<file path="config.mk">
export PLATFORM = sky130hd
export DESIGN_NAME = act_outlier_packer
export DESIGN_NICKNAME = d
export VERILOG_FILES = /design/src/rtl/conv_pkg.sv /design/src/rtl/act_outlier_classify.sv /design/src/rtl/act_outlier_packer.sv
export SDC_FILE = /design/constraint.sdc
export NUM_CORES = 1
export LEC_CHECK = 0
export BUFFER_PORTS_ARGS = -buffer_cell sky130_fd_sc_hd__buf_2
export CORE_MARGIN = 2
export CORE_UTILIZATION = 30
export CTS_BUF_LIST = sky130_fd_sc_hd__clkbuf_16
export CTS_CLUSTER_SIZE = 28
export DETAILED_ROUTE_END_ITERATION = 10
export GPL_TIMING_DRIVEN = 0
export PLACE_DENSITY = 0.54
export SYNTH_ARGS = -nofsm -noshare
export SYNTH_HDL_FRONTEND = slang
export SYNTH_SLANG_ARGS = --single-unit
</file>
<file path="constraint.sdc">
create_clock -name clk -period 20.7 [get_ports clk]
set_clock_uncertainty 0.05 [all_clocks]
set_input_delay 1.035 -clock clk [delete_from_list [all_inputs] [get_ports clk]]
set_output_delay 1.035 -clock clk [all_outputs]
set_load 0.05 [all_outputs]
</file>
<file path="src/rtl/conv_pkg.sv">
`default_nettype none
// ============================================================================
// Package     : conv_pkg
// Description : Shared types and constants for the conv2d operand feeders:
//               activation width, saturation limits, packer FSM states.
// Revision    : 1.0 - initial release
// ============================================================================
package conv_pkg;

  localparam int DATA_W = 32;

  localparam logic [DATA_W-1:0] INT_MAX = 32'h7FFF_FFFF;
  localparam logic [DATA_W-1:0] INT_MIN = 32'h8000_0000;

  typedef logic signed [DATA_W-1:0] act_t;

  typedef enum logic {
    FILL = 1'b0,
    HOLD = 1'b1
  } pack_state_e;

endpackage
`default_nettype wire

</file>
<file path="src/rtl/act_outlier_classify.sv">
`default_nettype none
// ============================================================================
// Module      : act_outlier_classify
// Description : Combinational outlier test for one activation. The magnitude
//               is formed one bit wider than the data so |INT_MIN| does not
//               wrap. Also supplies the sign-matched saturation value.
// Revision    : 1.0 - initial release
// ============================================================================
module act_outlier_classify
  import conv_pkg::*;
(
  input  act_t              i_a,
  input  logic [DATA_W-1:0] i_threshold,
  output logic              o_is_outlier,
  output act_t              o_sat_value
);

  logic [DATA_W:0] w_ext;
  logic [DATA_W:0] w_mag;

  assign w_ext = {i_a[DATA_W-1], i_a};
  assign w_mag = i_a[DATA_W-1] ? (~w_ext + (DATA_W+1)'(1)) : w_ext;

  // Strictly greater: a magnitude equal to the threshold stays an inlier.
  assign o_is_outlier = (w_mag > {1'b0, i_threshold});

  // Outliers are never zero, so the sign bit alone picks the saturation rail.
  assign o_sat_value = i_a[DATA_W-1] ? INT_MIN : INT_MAX;

endmodule
`default_nettype wire

</file>
<file path="src/rtl/act_outlier_packer.sv">
`default_nettype none
// ============================================================================
// Module      : act_outlier_packer
// Description : Packs a stream of signed activations into G-lane groups,
//               flagging outliers routed to the FP path (up to cfg_m per
//               group) and saturating the outliers past that budget.
// Revision    : 1.0 - initial release
// ============================================================================
module act_outlier_packer
  import conv_pkg::*;
#(
  parameter int G     = 8,
  parameter int CNT_W = $clog2(G+1)
) (
  input  logic                clk,
  input  logic                reset,
  input  logic                in_valid,
  output logic                in_ready,
  input  logic [DATA_W-1:0]   in_data,
  input  logic                in_last,
  input  logic [DATA_W-1:0]   cfg_threshold,
  input  logic [CNT_W-1:0]    cfg_m,
  output logic                out_valid,
  input  logic                out_ready,
  output logic [G*DATA_W-1:0] out_data,
  output logic [G-1:0]        out_ovf,
  output logic [G-1:0]        out_sat,
  output logic [CNT_W-1:0]    out_outlier_cnt,
  output logic                out_last,
  output logic [31:0]         stat_sat_total
);

  localparam int IDX_W = (G > 1) ? $clog2(G) : 1;

  pack_state_e              r_state;
  logic [IDX_W-1:0]         r_idx;
  logic [CNT_W-1:0]         r_oc;
  logic [CNT_W-1:0]         r_m;
  logic [DATA_W-1:0]        r_thr;
  logic [G-1:0][DATA_W-1:0] r_lane;
  logic [G-1:0]             r_ovf;
  logic [G-1:0]             r_sat;
  logic                     r_in_ready;
  logic                     r_out_valid;
  logic                     r_last;
  logic [31:0]              r_stat;

  logic                     w_accept;
  logic                     w_first;
  logic [DATA_W-1:0]        w_thr;
  logic [CNT_W-1:0]         w_m;
  logic                     w_is_outlier;
  act_t                     w_sat_value;
  logic                     w_in_budget;
  logic [DATA_W-1:0]        w_lane_val;
  logic                     w_close;
  logic [31:0]              w_pop;
  logic [32:0]              w_stat_sum;

  assign w_accept = in_valid & r_in_ready;
  assign w_first  = (r_idx == '0);

  // Lane 0 classifies against the live config, which is latched in the same
  // edge; later lanes use the latched copy so mid-group changes are deferred.
  assign w_thr = w_first ? cfg_threshold : r_thr;
  assign w_m   = w_first ? cfg_m : r_m;

  act_outlier_classify u_classify (
    .i_a          (in_data),
    .i_threshold  (w_thr),
    .o_is_outlier (w_is_outlier),
    .o_sat_value  (w_sat_value)
  );

  assign w_in_budget = (r_oc < w_m);
  assign w_lane_val  = (w_is_outlier && !w_in_budget) ? w_sat_value : in_data;
  assign w_close     = (r_idx == IDX_W'(G-1)) | in_last;

  // Number of saturated lanes in the group currently held on the output.
  always_comb begin
    w_pop = '0;
    for (int i = 0; i < G; i++) begin
      w_pop = w_pop + 32'(r_sat[i]);
    end
  end

  assign w_stat_sum = {1'b0, r_stat} + {1'b0, w_pop};

  // Packer FSM: fill lanes in arrival order, then hold the group until taken.
  always_ff @(posedge clk or posedge reset) begin
    if (reset) begin
      r_state     <= FILL;
      r_idx       <= '0;
      r_oc        <= '0;
      r_m         <= '0;
      r_thr       <= '0;
      r_lane      <= '0;
      r_ovf       <= '0;
      r_sat       <= '0;
      r_in_ready  <= 1'b0;
      r_out_valid <= 1'b0;
      r_last      <= 1'b0;
      r_stat      <= '0;
    end else begin
      case (r_state)
        FILL: begin
          r_in_ready <= 1'b1;
          if (w_accept) begin
            if (w_first) begin
              r_thr <= cfg_threshold;
              r_m   <= cfg_m;
            end
            r_lane[r_idx] <= w_lane_val;
            r_ovf[r_idx]  <= w_is_outlier & w_in_budget;
            r_sat[r_idx]  <= w_is_outlier & ~w_in_budget;
            if (w_is_outlier && w_in_budget) begin
              r_oc <= r_oc + CNT_W'(1);
            end
            if (w_close) begin
              r_state     <= HOLD;
              r_in_ready  <= 1'b0;
              r_out_valid <= 1'b1;
              r_last      <= in_last;
            end else begin
              r_idx <= r_idx + IDX_W'(1);
            end
          end
        end
        HOLD: begin
          if (out_ready) begin
            r_state     <= FILL;
            r_in_ready  <= 1'b1;
            r_out_valid <= 1'b0;
            r_idx       <= '0;
            r_oc        <= '0;
            r_lane      <= '0;
            r_ovf       <= '0;
            r_sat       <= '0;
            r_last      <= 1'b0;
            r_stat      <= w_stat_sum[32] ? 32'hFFFF_FFFF : w_stat_sum[31:0];
          end
        end
        default: begin
          r_state <= FILL;
        end
      endcase
    end
  end

  assign in_ready        = r_in_ready;
  assign out_valid       = r_out_valid;
  assign out_data        = r_lane;
  assign out_ovf         = r_ovf;
  assign out_sat         = r_sat;
  assign out_outlier_cnt = r_oc;
  assign out_last        = r_last;
  assign stat_sat_total  = r_stat;

endmodule
`default_nettype wire

</file>
==> summary.md, run 1 <==
| Metric | Value |
|---|---|
| Outcome | `completed` |
| Port Buffers | `372` |
| WP data arrival | `6920 ps` |
| Pins Over Slew Limit | `0` |
| Synth Area in Simple Gates | `8.23%` |
| Setup CP Type | `in -> reg` |
| Full die area | `53900 um^2` |
| CTS Sinks | `351` |
| Post-DR wirelength/cell | `24.8 um` |
| Die X | `232 um` |
| Vias in the first global route | `12800` |
| WL met1 | `26.3 mm` |
| Final antenna-violating net count | `0` |
| Largest family of logic cells by synthesized area | `compound AO/OA/AOI/OAI gates` |
| Top Ports | `384` |
| Syn-to-layout area delta | `26.3%` |
| Syn Std Cell Area | `15600 um^2` |
| GRT Total Usage | `21.9%` |
| Max-cap violation count | `0` |
| DRC | `0` |
| Starting density of the core | `30.4%` |
| Setup TNS | `0 ps` |
| Iter 0 DRT Violations | `1001` |
| Routability cong. | `0.831` |
| Mean Syn Cell Area | `11.9 um^2` |
| Worst setup SP type | `primary input` |
| Clk root buf | `clkbuf_16` |
| Worst min path class | `reg -> reg` |
| Worst path max stage delay | `970 ps` |
| Static leakage | `10.1 nW` |
| Final Cycle Share | `31.2%` |
| Relative slew slack | `2.23%` |
| VDD IR-drop max | `95.4 uV` |
| CTS Buf Count | `41` |
| Min Tclk post-route | `6470 ps` |
| DRT Pass-1 Iters | `5` |
| Worst endpoint required time | `21150 ps` |
| TritonCTS clock tree | `done` |
| Largest net degree at the start of global routing | `129` |
| Post-synthesis adder-cell area fraction | `4.33%` |
| Post-synthesis register bit count | `351` |
| Post-Syn Nets | `1430` |
| Largest delay contributor family on the critical path | `simple AND/OR/NAND/NOR gates` |
| Mux share of post-synthesis cell area | `2.59%` |
| Metal2 WL | `28.0 mm` |
| CP max FO | `10` |
| Worst-margin pin slew | `1460 ps` |
| Clock slew at reported path FFs | `60 ps` |
| Final instance area | `19700 um^2` |
| Cell count after synthesis | `1306` |
| Compound-cell area share of the yosys netlist | `21.6%` |
| Area after DPL | `18400 um^2` |
| Final number of hold-violating endpoints | `0` |
| Top Metal Used | `met5` |
| FILL cells | `5102` |
| Vias | `13100` |
| WP buf/inv | `2` |
| H-tree depth | `2` |
| Clk_lat worst skew | `560 ps` |
| Power Dens Cells | `155 nW/um^2` |
| First-pass GRT wire length | `87.0 mm` |
| Share of layout cells above drive strength 1 | `27.8%` |
| Max Fclk | `155 MHz` |
| Post-Synth XOR/XNOR Area | `2.92%` |
| Seq/Total Area, Yosys | `56.3%` |
| DP HPWL | `42.9 mm` |
| WL met3 | `3.79 mm` |
| Share of async-settable or async-resettable flops after synthesis | `100%` |
| Crit end category | `flop` |
| Post-synth EDFFs | `0` |
| Synth unique cells | `56` |
| Placement Rows | `83` |
| Final wirelength | `60.5 mm` |
| Initial antenna violation count | `13` |
| NumNets Final | `1849` |
| Core Area | `51400 um^2` |
| Post-synth top flop | `dfrtp_1` |
| Endpoints failing setup | `0` |
| Synthesis warning total | `0` |
| RSZ-0062 raised after global routing | `false` |
| Cell Chain, Critical Path | `clkbuf_1 > or4_1 > nor4_1 > nand2b_1 > nor2_1 > nand2_2 > nor4_1 > ha_1 > and3_1 > a221oi_1 > o21ai_0 > o2bb2ai_1 > o21bai_1 > nor2b_1 > clkbuf_1 > a221o_1` |
| Post-CTS Hold Fix Bufs | `0` |
| Clk buf depth | `3` |
| Vias per cell | `5.37` |
| Die Span Y | `232 um` |
| Postcts setup bufs | `0` |
| Post-cts gate resize count | `0` |
| GRT overflow | `0` |
| Worst path slowest cell | `nor2b_1` |
where the power goes:
| part | internal (W) | total, W | leakage [nW] | switching (W) |
|---|---|---|---|---|
| Clock | 0.000400 | 0.000700 | 0.657 | 0.000300 |
| Combinational | 0.000370 | 0.00136 | 4.74 | 0.000994 |
| Sequential | 0.000877 | 0.000997 | 4.75 | 0.000120 |
logic make-up (layout without fill, tap and decap cells):
family          after synthesis  after routing
compound gates              398            398
flops                       351            351
simple gates                260            260
buf+inv                     154            604
xor+xnor                     52             52
fa+ha+maj                    51             51
mux                          40             40
other cells                   0              9
layout by cell type (no fill, tap or decap), types with 4 or more instances in the layout:
cell type	netlist	layout
buf_2	38	410
nand3_1	44	44
a21oi_1	22	22
clkbuf_16	0	43
nand4_1	18	18
clkbuf_1	92	92
o41ai_1	5	5
and3_1	10	10
nand2b_1	5	5
clkinv_2	0	7
o31ai_1	9	9
xnor2_1	38	38
o21ai_0	77	77
ha_1	46	46
fa_1	5	5
buf_1	8	8
a31oi_1	5	5
nor3_1	17	13
inv_1	15	23
nor2_1	24	24
nand2_1	104	104
diode_2	0	9
dfrtp_1	351	351
a221o_1	248	248
clkinv_1	1	10
and4_1	5	5
a21o_1	5	5
or4_1	5	5
nor3_2	0	4
o211ai_1	5	5
nor2b_1	10	10
o21ai_1	4	4
xor2_1	14	14
mux2i_1	37	37
path summary, 6_finish.rpt:
| path | depth (start not counted) | slack (ps) | from | to |
|---|---|---|---|---|
| worst min register to register | 2 | 420 | r_thr[0] | r_thr[0] |
| worst min-delay path | 2 | 420 | r_thr[0] | r_thr[0] |
| worst max register to register | 16 | 14890 | r_idx[1] | out_data[48] |
| max in group asynchronous | 3 | 18830 | reset | out_data[252] |
| worst max-delay path | 16 | 14230 | in_data[9] | out_data[48] |
| min in group asynchronous | 2 | 570 | reset | out_data[4] |
cell usage after synthesis (15+ instances only):
library cell / count / area [um^2]
dfrtp_1: 351 / 8780
a221o_1: 248 / 2480
nand2_1: 104 / 390
clkbuf_1: 92 / 345
o21ai_0: 77 / 385
ha_1: 46 / 576
nand3_1: 44 / 220
buf_2: 38 / 190
xnor2_1: 38 / 333
mux2i_1: 37 / 370
nor2_1: 24 / 90.1
a21oi_1: 22 / 110
nand4_1: 18 / 113
nor3_1: 17 / 85.1
inv_1: 15 / 56.3
flip-flops by register name (all words and copies together) (netlist names):
register         cells
r_m                  4
r_idx                3
r_thr               32
out_outlier_cnt      4
stat_sat_total      32
out_last             1
out_ovf              8
out_sat              8
out_valid            1
in_ready             1
out_data           256
r_state              1
routing by layer:
metal / up-vias / GRT usage, %
li1: 5875 / -
met3: 117 / 4.52
met5: - / 0
met4: 6 / 10.2
met1: 6669 / 29.5
met2: 451 / 33.7
layout make-up:
type                       instances  area, um^2  share of cell area, %
tap                              680         851                   4.32
clock inverter                    31         195                  0.990
buffer                           138         566                   2.87
multi-input combinational        801        6210                   31.5
clock buffer                      43        1080                   5.46
sequential                       351        8780                   44.6
antenna                            9        22.5                  0.114
timing repair buffer             376        1940                   9.84
inverter                          16        67.6                  0.343
through the flow:
| step | instances | hold slack [ps] | util, % | setup slack (ps) | power (W) |
|---|---|---|---|---|---|
| 3_3_place_gp | 2358 | 404 | 35.6 | 5840 | 0.00235 |
| 3_5_place_dp | 2362 | 408 | 35.8 | 13740 | 0.00237 |
| 5_1_grt | 2444 | 452 | 38.3 | 13970 | 0.00320 |
| 6_report | 2445 | 419 | 38.4 | 14230 | 0.00306 |
| 4_1_cts | 2436 | 422 | 38.3 | 14330 | 0.00308 |
| 2_1_floorplan | 1306 | 392 | - | 9880 | 0.00198 |
tightest hold or removal path, cell delays in order (launching register included):
cell     delay (ps)
dfrtp_1         330
nand2_1          50
nand2_1          50
(Power assumes the default switching activity.)
==> run 2, diff against run 1 <==
PLACE_DENSITY = 0.56   (was 0.54)
clock period = 5.37 ns   (was 20.7 ns; I/O delays follow)
==> run 2 against run 1 <==
Effect of this change: the run now ends with capacitance limit, slew limit left; hold slack worse by 400 ps; die area stayed put; clock power grew to 4.0 times the previous value; count of clock-buffer cells in the layout is 1 lower; register-to-register slack worse by 15000 ps; non-clock buffer count is 18 higher; routed wire length is 0.27% lower; critical path type unchanged; critical endpoint is now out_data[36].
==> summary.md, run 2 (synthesis results as in run 1) <==
| Metric | Value |
|---|---|
| Power Dens Cells | `594 nW/um^2 (+280%)` |
| Post-DR wirelength/cell | `24.6 um (-0.76%)` |
| Max-cap violation count | `1 (+1)` |
| Area after DPL | `18500 um^2 (+0.63%)` |
| Max Fclk | `189 MHz` |
| Commonest non-fill, non-tap cell in the layout | `buf_2` |
| Postcts setup bufs | `0 (unchanged)` |
| Vias in the first global route | `13000 (+1.1%)` |
| Failing checks | `capacitance limit, slew limit` |
| DRT Pass-1 Iters | `5 (unchanged)` |
| Final Cycle Share | `98.3%` |
| Most frequent cells in the layout | `413 x buf_2, 351 x dfrtp_1, 248 x a221o_1` |
| Crit end category | `flop` |
| Final wirelength | `60.4 mm (-0.27%)` |
| DP HPWL | `43.1 mm (+0.57%)` |
| H-tree depth | `2 (unchanged)` |
| Top Ports | `384 (unchanged)` |
| Critical path launch point | `in_data[9]` |
| Clk_lat worst skew | `590 ps (+30 ps)` |
| Die X | `232 um (unchanged)` |
| Die Span Y | `232 um (unchanged)` |
| Setup CP Type | `in -> reg` |
| FILL cells | `5075 (-0.53%)` |
| Port Buffers | `372 (unchanged)` |
| Syn-to-layout area delta | `28.5%` |
| Max reg flops | `256 (unchanged)` |
| Placement Rows | `83 (unchanged)` |
| Worst reg2reg path startpoint | `r_idx[1]` |
| TritonCTS clock tree | `done` |
| Clk root buf | `clkbuf_16` |
| Worst endpoint required time | `5820 ps (-15330 ps)` |
| Relative slew slack | `-2.46% (-4.7 points)` |
| WP data arrival | `5730 ps (-1190 ps)` |
| Final design utilization | `39.0% (+0.66 points)` |
| Endpoints failing setup | `0 (unchanged)` |
| Pins Over Slew Limit | `5 (+5)` |
| Static leakage | `10.3 nW (+1.8%)` |
| Clock slew at reported path FFs | `60 ps (about the same)` |
| Worst Hold Depth | `3 (+1)` |
| Worst setup SP type | `primary input` |
| Initial antenna violation count | `6 (-7)` |
| Full die area | `53900 um^2 (unchanged)` |
| Vias | `13200 (+0.82%)` |
| Outcome | `finished, violations left` |
| Hold Crit Start | `cfg_threshold[2]` |
| DRC | `0 (unchanged)` |
| Largest net degree at the start of global routing | `42 (-67%)` |
| Worst-margin pin slew | `1530 ps (+74.4 ps)` |
| CP max FO | `10 (unchanged)` |
| GRT overflow | `0 (unchanged)` |
| Worst Reg-to-Reg Cells | `16 (unchanged)` |
| Min Tclk post-route | `5280 ps` |
| Starting density of the core | `30.4% (unchanged)` |
| Total power | `0.0119 W (+290%)` |
| Core Area | `51400 um^2 (unchanged)` |
| Final antenna-violating net count | `0 (unchanged)` |
| DP Worst Slack | `-936 ps (-14680 ps)` |
| Setup TNS | `0 ps (unchanged)` |
| Final instance area | `20100 um^2 (+1.7%)` |
| VDD IR-drop max | `417 uV (+340%)` |
| CTS Buf Count | `42 (+2.4%)` |
| Vias per cell | `5.38 (+0.33%)` |
| Final number of hold-violating endpoints | `0 (unchanged)` |
| Final setup margin | `92.0 ps (-14140 ps)` |
| Clk buf depth | `3 (unchanged)` |
| Worst min path class | `in -> reg` |
| Routability cong. | `0.839 (+1.0%)` |
| First-pass GRT wire length | `87.2 mm (+0.15%)` |
| NumNets Final | `1868 (+1.0%)` |
| RSZ-0062 raised after global routing | `false` |
| Iter 0 DRT Violations | `851 (-15%)` |
| Share of layout cells above drive strength 1 | `28.9% (+1.1 points)` |
| CTS Sinks | `351 (unchanged)` |
| GRT Total Usage | `21.8% (-0.071 points)` |
run 2: final cells by class:
cell class	instances	area, um^2	share of cell area, %
Sequential cell	351	8780	43.8
Multi-Input combinational cell	801	6270	31.3
Timing Repair Buffer	394	2160	10.8
Clock buffer	42	1050	5.24
Tap cell	680	851	4.24
Buffer	138	572	2.85
Clock inverter	32	288	1.44
Inverter	16	63.8	0.318
Antenna cell	3	7.51	0.0374
run 2: worst paths after layout:
check	slack, ps	endpoint
worst min register to register	430	r_thr[0]
worst max-delay path	90	out_data[36]
max in group asynchronous	3450	out_data[253]
worst min-delay path	20	r_thr[2]
min in group asynchronous	380	out_data[166]
worst max register to register	290	out_data[36]
run 2: routing by layer:
metal  up-vias  global-route usage (%)  wire [um]
met5         -                       0         44
met4         6                    6.89       1850
met3       109                    4.69       3720
met2       467                    35.1      28600
met1      6746                    29.3      26200
li1       5898                       -          -
run 2: worst max-delay path: stages:
cell	delay [ps]
clkbuf_1	310
or4_1	680
nor4_1	390
nand2b_1	190
nor2_1	200
nand2_1	150
o41ai_1	320
xnor2_1	210
ha_1	370
nand4_1	160
nor4_1	480
a31oi_1	150
a21boi_1	190
o21bai_2	310
nor2b_2	670
clkbuf_1	430
a221o_1	240
run 2: power by group:
| part | internal, W | switching, W | total, W |
|---|---|---|---|
| Sequential | 0.00338 | 0.000464 | 0.00385 |
| Combinational | 0.00144 | 0.00382 | 0.00526 |
| Clock | 0.00162 | 0.00119 | 0.00281 |
| Total | 0.00645 | 0.00548 | 0.0119 |
run 2: timing repair:
action | in CTS | in global routing
hold buffers | 10 | 0
gates resized for setup | 15 | 8
endpoints found under the hold margin | 48 | 0
endpoints found under the setup margin | 244 | 240
run 2: metrics by stage:
stage               hold WS (ps)  cells
finish                      19.4   2457
global placement             405   2358
detailed placement           409   2370
CTS                         3.21   2454
floorplan                    352   1306
global route                22.8   2457
==> run 3, diff against run 2 <==
BUFFER_PORTS_ARGS = -buffer_cell sky130_fd_sc_hd__buf_4   (was -buffer_cell sky130_fd_sc_hd__buf_2)
==> run 3 against run 2 <==
Effect of this change: the run now ends clean; sequential share of layout area fell by 1.9 points; final cell count down 0.12%; via count increased by 0.88%; sequential power rose by 1%; utilization rose by 1.8 points; total power is 3.0% higher; register-to-register slack gained 70 ps; count of clock-buffer cells in the layout is the same; clock power fell by 2%; global-route usage grew 0.31 points; combinational power rose by 7.4%.
==> summary.md, run 3 (synthesis results as in run 1) <==
| Metric | Value |
|---|---|
| Outcome | `completed` |
| Worst reg2reg path startpoint | `r_idx[1]` |
| Crit path to | `out_data[81]` |
| Cell Int Power | `0.00677 W (+5.0%)` |
| Max reg flops | `256 (unchanged)` |
| Port Buffers | `372 (unchanged)` |
| Vias per cell | `5.44 (+1.0%)` |
| Worst endpoint required time | `5820 ps (about the same)` |
| Clk root buf | `clkbuf_16` |
| Commonest non-fill, non-tap cell in the layout | `buf_4` |
| Crit end category | `flop` |
| Full die area | `53900 um^2 (unchanged)` |
| R2R Setup Slk | `360 ps (+70 ps)` |
| Die Span Y | `232 um (unchanged)` |
| Starting density of the core | `30.4% (unchanged)` |
| Final antenna-violating net count | `0 (unchanged)` |
| CP max FO | `10 (unchanged)` |
| Max Fclk | `197 MHz (+4.2%)` |
| DP Worst Slack | `-894 ps (+41.9 ps)` |
| Max-cap violation count | `0 (-1)` |
| Initial antenna violation count | `6 (unchanged)` |
| Static leakage | `10.4 nW (+0.53%)` |
| Clk network pwr share | `22.3% (-1.3 points)` |
| Worst min path class | `in -> reg` |
| Post-DR wirelength/cell | `24.9 um (+1.2%)` |
| Most frequent cells in the layout | `373 x buf_4, 351 x dfrtp_1, 248 x a221o_1` |
| Core Area | `51400 um^2 (unchanged)` |
| Share of layout cells above drive strength 1 | `29.0% (+0.18 points)` |
| DRT Pass-1 Iters | `8 (+3)` |
| Psw | `0.00551 W (+0.61%)` |
| Min Tclk post-route | `5060 ps (-214 ps)` |
| TritonCTS clock tree | `done` |
| NumNets Final | `1866 (-0.11%)` |
| DRC | `0 (unchanged)` |
| Worst-margin pin slew | `1410 ps (-119 ps)` |
| Placement Rows | `83 (unchanged)` |
| Power Dens Cells | `586 nW/um^2 (-1.5%)` |
| Largest net degree at the start of global routing | `41 (-2.4%)` |
| CTS Buf Count | `41 (-2.4%)` |
| Top Ports | `384 (unchanged)` |
| Sw Share | `44.9% (-1.1 points)` |
| Worst Reg-to-Reg Cells | `17 (+1)` |
| Vias in the first global route | `13200 (+1.9%)` |
| Syn-to-layout area delta | `34.3%` |
| DP HPWL | `43.8 mm (+1.5%)` |
| Vias | `13300 (+0.88%)` |
| Critical path launch point | `in_data[9]` |
| CTS Sinks | `351 (unchanged)` |
| WP data arrival | `5520 ps (-210 ps)` |
| Reg-to-reg endpoint | `out_data[81]` |
| Area after DPL | `19500 um^2 (+4.9%)` |
| Final wirelength | `61.0 mm (+1.1%)` |
| Worst setup SP type | `primary input` |
| Final number of hold-violating endpoints | `0 (unchanged)` |
| Final instance area | `21000 um^2 (+4.5%)` |
| Combinational share of power | `46.0% (+1.8 points)` |
| VDD IR-drop max | `403 uV (-3.4%)` |
| GRT overflow | `0 (unchanged)` |
| RSZ-0062 raised after global routing | `false` |
| H-tree depth | `2 (unchanged)` |
| Endpoints failing setup | `0 (unchanged)` |
| Final Cycle Share | `94.3% (-4.0 points)` |
| First-pass GRT wire length | `88.3 mm (+1.3%)` |
| Relative slew slack | `5.51% (+8.0 points)` |
| Clock slew at reported path FFs | `60 ps (about the same)` |
| Seq pwr share | `31.7% (-0.6 points)` |
| Setup CP Type | `in -> reg` |
| Postcts setup bufs | `0 (unchanged)` |
| Clk_lat worst skew | `570 ps (-20 ps)` |
| Iter 0 DRT Violations | `834 (-2.0%)` |
| Clk buf depth | `3 (unchanged)` |
| Pins Over Slew Limit | `0 (-5)` |
| Routability cong. | `0.838 (-0.14%)` |
| GRT Total Usage | `22.1% (+0.31 points)` |
| Die X | `232 um (unchanged)` |
| Final setup margin | `306 ps (+214 ps)` |
-- run 3: layer usage --
layer | track usage, % | wire, um
met2 | 35.0 | 28900
met5 | 0 | 30
met4 | 8.99 | 2250
met1 | 29.5 | 26000
met3 | 4.70 | 3790
-- run 3: per-stage QoR --
stage | utilization, % | cells | TNS [ps] | total power [W] | hold WS [ps]
2_1_floorplan | - | 1306 | 0 | 0.00764 | 352
3_3_place_gp | 37.4 | 2358 | -787720 | 0.00946 | 405
3_5_place_dp | 37.8 | 2368 | -177790 | 0.00955 | 409
4_1_cts | 40.7 | 2450 | 0 | 0.0123 | 1.37
5_1_grt | 40.8 | 2452 | 0 | 0.0129 | 41.1
6_report | 40.8 | 2454 | 0 | 0.0123 | 41.4
-- run 3: power groups by stage --
stage	clock, W	combinational (W)	sequential [W]
finish	0.00274	0.00565	0.00389
global route	0.00291	0.00598	0.00397
CTS	0.00280	0.00566	0.00388
detailed placement	0	0.00564	0.00391
global placement	0	0.00556	0.00391
floorplan	0	0.00172	0.00592
-- run 3: worst min path at each step --
| stage | from | end | slack [ps] | depth (start not counted) |
|---|---|---|---|---|
| 2_1_floorplan | in_last | out_last | 350 | 1 |
| 3_3_place_gp | r_thr[0] | r_thr[0] | 410 | 2 |
| 3_5_place_dp | r_thr[0] | r_thr[0] | 410 | 2 |
| 4_1_cts | cfg_threshold[6] | r_thr[6] | 1 | 3 |
| 5_1_grt | cfg_threshold[18] | r_thr[18] | 40 | 3 |
| 6_report | cfg_threshold[27] | r_thr[27] | 40 | 3 |
-- run 3: worst max-delay path, cell delays in order --
cell and delay [ps]:
clkbuf_1 300, or4_1 690, nor4_2 300, nand2b_1 170, nor2_1 280, nand3_1 140, o31ai_1 300, xnor2_1 180
ha_1 340, nand4_1 180, nor4_1 450, nand4_1 140, o2bb2ai_1 190, o21bai_2 260, buf_2 330, nor2b_2 450
buf_2 340, a221o_1 190
-- run 3: area by class of cell --
type	count	area (um^2)
fill	5020	30400
sequential	351	8780
multi-input combinational	801	6300
timing repair buffer	393	3090
clock buffer	42	1050
tap	680	851
buffer	138	573
clock inverter	29	240
inverter	16	63.8
antenna	4	10.0
-- run 3: repair_timing --
item                                    CTS  global route
gates resized for setup                  15            14
hold endpoints to repair                 42             0
hold buffers                             11             0
endpoints found under the setup margin  243           240
